===== src/rtl/booth_seq_ctrl.sv =====
// Sequential radix-2 Booth multiplier: control FSM, A/Q/q_1 shift registers, shared add/sub stage driver.
// Optional feature: define BOOTH_OPCNT_EN to add the op_count output (add/sub operations per multiply).
module booth_seq_ctrl #(
    parameter int WIDTH = 16,
    parameter int CNT_W = 5
) (
    input  logic                      clk,
    input  logic                      rst_n,
    input  logic                      start,
    input  logic signed [WIDTH-1:0]   mcand,
    input  logic signed [WIDTH-1:0]   mplier,
    output logic signed [WIDTH-1:0]   as_in1,
    output logic signed [WIDTH-1:0]   as_in2,
    output logic                      as_oper,
    input  logic signed [WIDTH-1:0]   as_out,
    output logic                      busy,
    output logic                      done,
    output logic signed [2*WIDTH-1:0] product
`ifdef BOOTH_OPCNT_EN
    ,
    output logic [CNT_W-1:0]          op_count
`endif
);

    typedef enum logic [1:0] {
        S_IDLE = 2'd0,
        S_RUN  = 2'd1,
        S_DONE = 2'd2
    } state_t;

    state_t                    r_state;
    state_t                    w_state_nxt;
    logic signed [WIDTH-1:0]   r_a;
    logic signed [WIDTH-1:0]   r_m;
    logic signed [WIDTH-1:0]   r_q;
    logic                      r_q1;
    logic [CNT_W-1:0]          r_cnt;
    logic                      r_done;
    logic signed [2*WIDTH-1:0] r_product;

    logic [1:0]                w_pair;
    logic                      w_addsub;
    logic                      w_accept;
    logic                      w_last;
    logic                      w_sgn;
    logic signed [WIDTH-1:0]   w_a_mid;
    logic signed [WIDTH-1:0]   w_a_shift;
    logic signed [WIDTH-1:0]   w_q_shift;

    // Sign to shift into A. The add/sub result msb is wrong when it overflowed,
    // so flip it in that case; with no add/sub the A msb is replicated.
    function automatic logic booth_sign(input logic a_msb, input logic m_msb,
                                        input logic oper, input logic out_msb,
                                        input logic active);
        logic ovf;
        ovf = (a_msb == (m_msb ^ oper)) && (out_msb != a_msb);
        return active ? (out_msb ^ ovf) : a_msb;
    endfunction

    assign w_pair    = {r_q[0], r_q1};
    assign w_addsub  = w_pair[1] ^ w_pair[0];
    assign w_accept  = (r_state == S_IDLE) && start;
    assign w_last    = (r_cnt == CNT_W'(1));
    assign w_a_mid   = w_addsub ? as_out : r_a;
    assign w_sgn     = booth_sign(r_a[WIDTH-1], r_m[WIDTH-1], as_oper, as_out[WIDTH-1], w_addsub);
    assign w_a_shift = {w_sgn, w_a_mid[WIDTH-1:1]};
    assign w_q_shift = {w_a_mid[0], r_q[WIDTH-1:1]};

    assign as_in1  = r_a;
    assign as_in2  = r_m;
    assign as_oper = (w_pair == 2'b10);
    assign busy    = (r_state != S_IDLE);
    assign done    = r_done;
    assign product = r_product;

    always_comb begin
        w_state_nxt = r_state;
        case (r_state)
            S_IDLE:  if (start) w_state_nxt = S_RUN;
            S_RUN:   if (w_last) w_state_nxt = S_DONE;
            S_DONE:  w_state_nxt = S_IDLE;
            default: w_state_nxt = S_IDLE;
        endcase
    end

    always_ff @(posedge clk or negedge rst_n) begin
        if (!rst_n) begin
            r_state   <= S_IDLE;
            r_a       <= '0;
            r_m       <= '0;
            r_q       <= '0;
            r_q1      <= 1'b0;
            r_cnt     <= '0;
            r_done    <= 1'b0;
            r_product <= '0;
        end else begin
            r_state <= w_state_nxt;
            r_done  <= (r_state == S_RUN) && w_last;
            if (w_accept) begin
                r_m   <= mcand;
                r_q   <= mplier;
                r_a   <= '0;
                r_q1  <= 1'b0;
                r_cnt <= CNT_W'(WIDTH);
            end else if (r_state == S_RUN) begin
                r_a   <= w_a_shift;
                r_q   <= w_q_shift;
                r_q1  <= r_q[0];
                r_cnt <= r_cnt - CNT_W'(1);
                if (w_last) r_product <= {w_a_shift, w_q_shift};
            end
        end
    end

`ifdef BOOTH_OPCNT_EN
    logic [CNT_W-1:0] r_opc_acc;
    logic [CNT_W-1:0] r_opc;

    // The final iteration's operation is folded in directly at the DONE entry edge.
    always_ff @(posedge clk or negedge rst_n) begin
        if (!rst_n) begin
            r_opc_acc <= '0;
            r_opc     <= '0;
        end else begin
            if (w_accept) begin
                r_opc_acc <= '0;
            end else if ((r_state == S_RUN) && w_addsub) begin
                r_opc_acc <= r_opc_acc + CNT_W'(1);
            end
            if ((r_state == S_RUN) && w_last) r_opc <= r_opc_acc + CNT_W'(w_addsub);
        end
    end

    assign op_count = r_opc;
`endif

endmodule


===== config.mk =====
export PLATFORM = sky130hd
export DESIGN_NAME = booth_seq_ctrl
export DESIGN_NICKNAME = d
export VERILOG_FILES = /design/src/rtl/booth_seq_ctrl.sv
export SDC_FILE = /design/constraint.sdc
export NUM_CORES = 1
export LEC_CHECK = 0
export CELL_PAD_IN_SITES_DETAIL_PLACEMENT = 0
export CELL_PAD_IN_SITES_GLOBAL_PLACEMENT = 2
export CORE_MARGIN = 2
export CORE_UTILIZATION = 29
export CTS_BUF_LIST = sky130_fd_sc_hd__clkbuf_8
export DETAILED_ROUTE_END_ITERATION = 16
export PLACE_DENSITY_LB_ADDON = 0.3
export SETUP_SLACK_MARGIN = 0.15
export SYNTH_ARGS = -nofsm -noshare
export SYNTH_HDL_FRONTEND = slang
export SYNTH_SLANG_ARGS = --single-unit

===== constraint.sdc =====
create_clock -name clk -period 2.3 [get_ports clk]
set_input_delay 0.23 -clock clk [delete_from_list [all_inputs] [get_ports clk]]
set_output_delay 0.23 -clock clk [all_outputs]
set_load 0.03 [all_outputs]

==> results by group <==
Timing
  • Slew Limit Fails: 0
  • Final min period: 1910 ps
  • Max Fclk: around 520 MHz
  • Final Cycle Share: 83.1%
  • TNS Setup: 0 ps
  • Max-slew headroom: about 58%
  • Setup Skew: ~5.6 ps
  • Setup ws final: 389 ps
  • RSZ-0062 raised after global routing: no
  • Fin. Hold Viols: 0
  • Finish-stage setup viols: 0
  • Tightest Pin Transition: roughly 630 ps

Drt
  • DRT Pass-1 Iters: 4
  • Routed len/inst: ~14 um
  • Antenna viol nets, final: 0
  • DRC: 0
  • Routed vias: about 3000
  • Total wire length: between 9000 and 10000 um
  • Drt initial violations: between 100 and 150
  • Via density: 4.47

Cells and area
  • Fin util: roughly 43%
  • Ant diodes: 0
  • Non-filler cells in the finished layout: about 660
  • Synth-to-Final Area Change: 44.1%
  • Final net count: ~540
  • Share of layout cells above drive strength 1: under 10%

Placed design
  • Setup WS pre-CTS: 562 ps
  • IO Port Bufs: between 100 and 150
  • Placed insts: 645
  • GP Congestion: between 0.7 and 0.8
  • Dpl hpwl: between 6000 and 7000 um

Critical path
  • Crit path cell chain: inv_1, ha_1, clkdlybuf4s50_1
  • Peak per-stage delay on the critical path: 700 ps
  • CP Class: flip-flop to primary output
  • Slowest cell on the critical path: clkdlybuf4s50_1
  • CP Capture Type: primary output
  • Max FO, Critical Path: 2
  • Worst Path Buf+Inv: 2
  • Critical path data required time: between 2000 and 2500 ps
  • Worst setup SP type: flip-flop
  • CP arrival: ~1700 ps
  • Top Family by Delay on Critical Path: buffers and inverters

Floorplan
  • Ports: about 120
  • Starting density of the core: between 20% and 30%
  • Full die area: approximately 0.013 mm^2
  • Core ar.: 0.0121 mm^2
  • DIE HEIGHT: between 100 and 150 um
  • Placement Rows: 40
  • Die X: between 100 and 150 um

Logic synthesis
  • Synth top area cells: dfrtp_1, nand2_1, o21ai_0, mux2i_1, a22oi_1
  • Most instantiated cells after synthesis: nand2_1, dfrtp_1, o21ai_0
  • Syn Area/Cell: between 9 and 10 um^2
  • Synthesized instance count: between 300 and 400
  • Synth warn: 0
  • Syn_nets: around 420
  • Synth area leader: dfrtp_1
  • Sequential area share after synthesis: roughly three fifths
  • Synth top area share: 61.3%
  • Synth Register Bits: approximately 90
  • Post-synth top flop: dfrtp_1
  • Asr flop ratio synth: 100%
  • Top-count cell post-synth: nand2_1
  • Synth cell types: 28
  • EDFF count, synth: 0
  • Post-Syn Area: between 0.003 and 0.004 mm^2

GRT
  • First-pass GRT wire length: 14900 um
  • Vias in the first global route: 2877
  • GRT Overall Usage: around 14%
  • Initial antenna violation count: 0
  • Largest net degree at the start of global routing: 48
  • Grt total ovfl: 0

Clocking
  • Clock Tree Root: clkbuf_8
  • CTS clk-pin slew, worst paths: about 80 ps
  • H-tree depth reported by CTS: 3
  • CTS tree: yes
  • Clock tree buffer depth: 2
  • Clock sink count: 89
  • Setup repair bufs after CTS: 0
  • Clk_lat worst skew: 350 ps
  • Post-CTS resize count: 0
  • Clock buffer count from CTS: 9
  • Hold_buf cts: 1

Pwr
  • Leakage power: around 2.4 nW
  • Total Power: about 8.3 mW
  • Pwr Density: about 1600 mW/mm^2
  • VDD IR max: slightly below 0.5 mV

Status
  • Outcome: complete, no violations

Worst hold path
  • Worst hold path class: primary input to flip-flop

Flow run
  • MaxCap Viol Count: 0
## area by class of cell
class | count | area [um^2]
sequential | 89 | 2230
timing repair buffer | 131 | 1280
fill | 1248 | 6880
clock buffer | 10 | 138
multi-input combinational | 251 | 1280
clock inverter | 5 | 72.6
inverter | 7 | 26.3
tap | 168 | 210
## layer usage
metal / part of all wire (%) / global-route usage (%) / vias to the layer above
met5: 0 / 0 / -
met4: 1.6 / 6.43 / 0
met3: 4.3 / 2.41 / 10
met2: 46 / 21.6 / 77
met1: 48 / 20.6 / 1414
li1: - / - / 1454
## stage by stage
step	cell area (um^2)	hold slack (ps)
after floorplan	3630	-65.6
after global placement	5010	299
after detailed placement	5010	297
after CTS	5230	378
after global routing	5230	400
final	5230	399
## worst reg2reg max path, delay by kind of cell (launching register included)
kind            cells  cell delay (ps)
compound gates      1               80
fa+ha+maj           1              130
buf+inv             2              380
flops               1              390
simple gates        3              620
## cells in the final DEF (no fill, tap or decap)
cell type,instances
clkdlybuf4s50_1,116
nand2b_1,2
inv_2,1
a22oi_1,14
clkbuf_8,10
clkinv_2,1
nor4b_2,1
bufinv_16,2
nand3_1,19
nand2_1,140
xor2_1,1
dlygate4sd3_1,1
nor2_4,1
o2bb2ai_1,1
inv_1,8
or4_1,2
mux2i_1,15
nor2b_4,1
nand2_2,2
ha_1,3
a221o_1,1
o21ai_0,34
o31ai_1,2
a221oi_1,1
dfrtp_1,89
nor3b_4,1
o21ai_1,6
nor2_1,3
a21boi_0,1
buf_4,14
## flip-flops by register name, indices dropped and copies added, names as in the netlist
| signal | count |
|---|---|
| as_in1 | 16 |
| as_in2 | 16 |
| done | 1 |
| product | 32 |
| r_cnt | 5 |
| r_q | 16 |
| r_q1 | 1 |
| r_state | 2 |
## report_power, final
part           switching, mW  internal (mW)
logic                   2.54           1.77
registers              0.531           2.34
clock network          0.524          0.627
## logic make-up after synthesis
group	synth area share [%]
simple gates	19.9
flops	61.3
compound gates	9.78
buf+inv	3.62
mux	4.13
fa+ha+maj	1.03
xor+xnor	0.241
## path summary, 6_finish.rpt
check	startpoint	endpoint	slack (ps)	depth (start not counted)
worst max-delay path	r_q1	as_oper	390	3
worst min-delay path	mcand[15]	as_in2[15]	400	3
worst max register to register	r_cnt[1]	product[23]	580	7
worst min register to register	product[4]	product[4]	470	2
max in group asynchronous	rst_n	as_in2[12]	1140	3
min in group asynchronous	rst_n	product[20]	440	2
(Power assumes the default switching activity.)
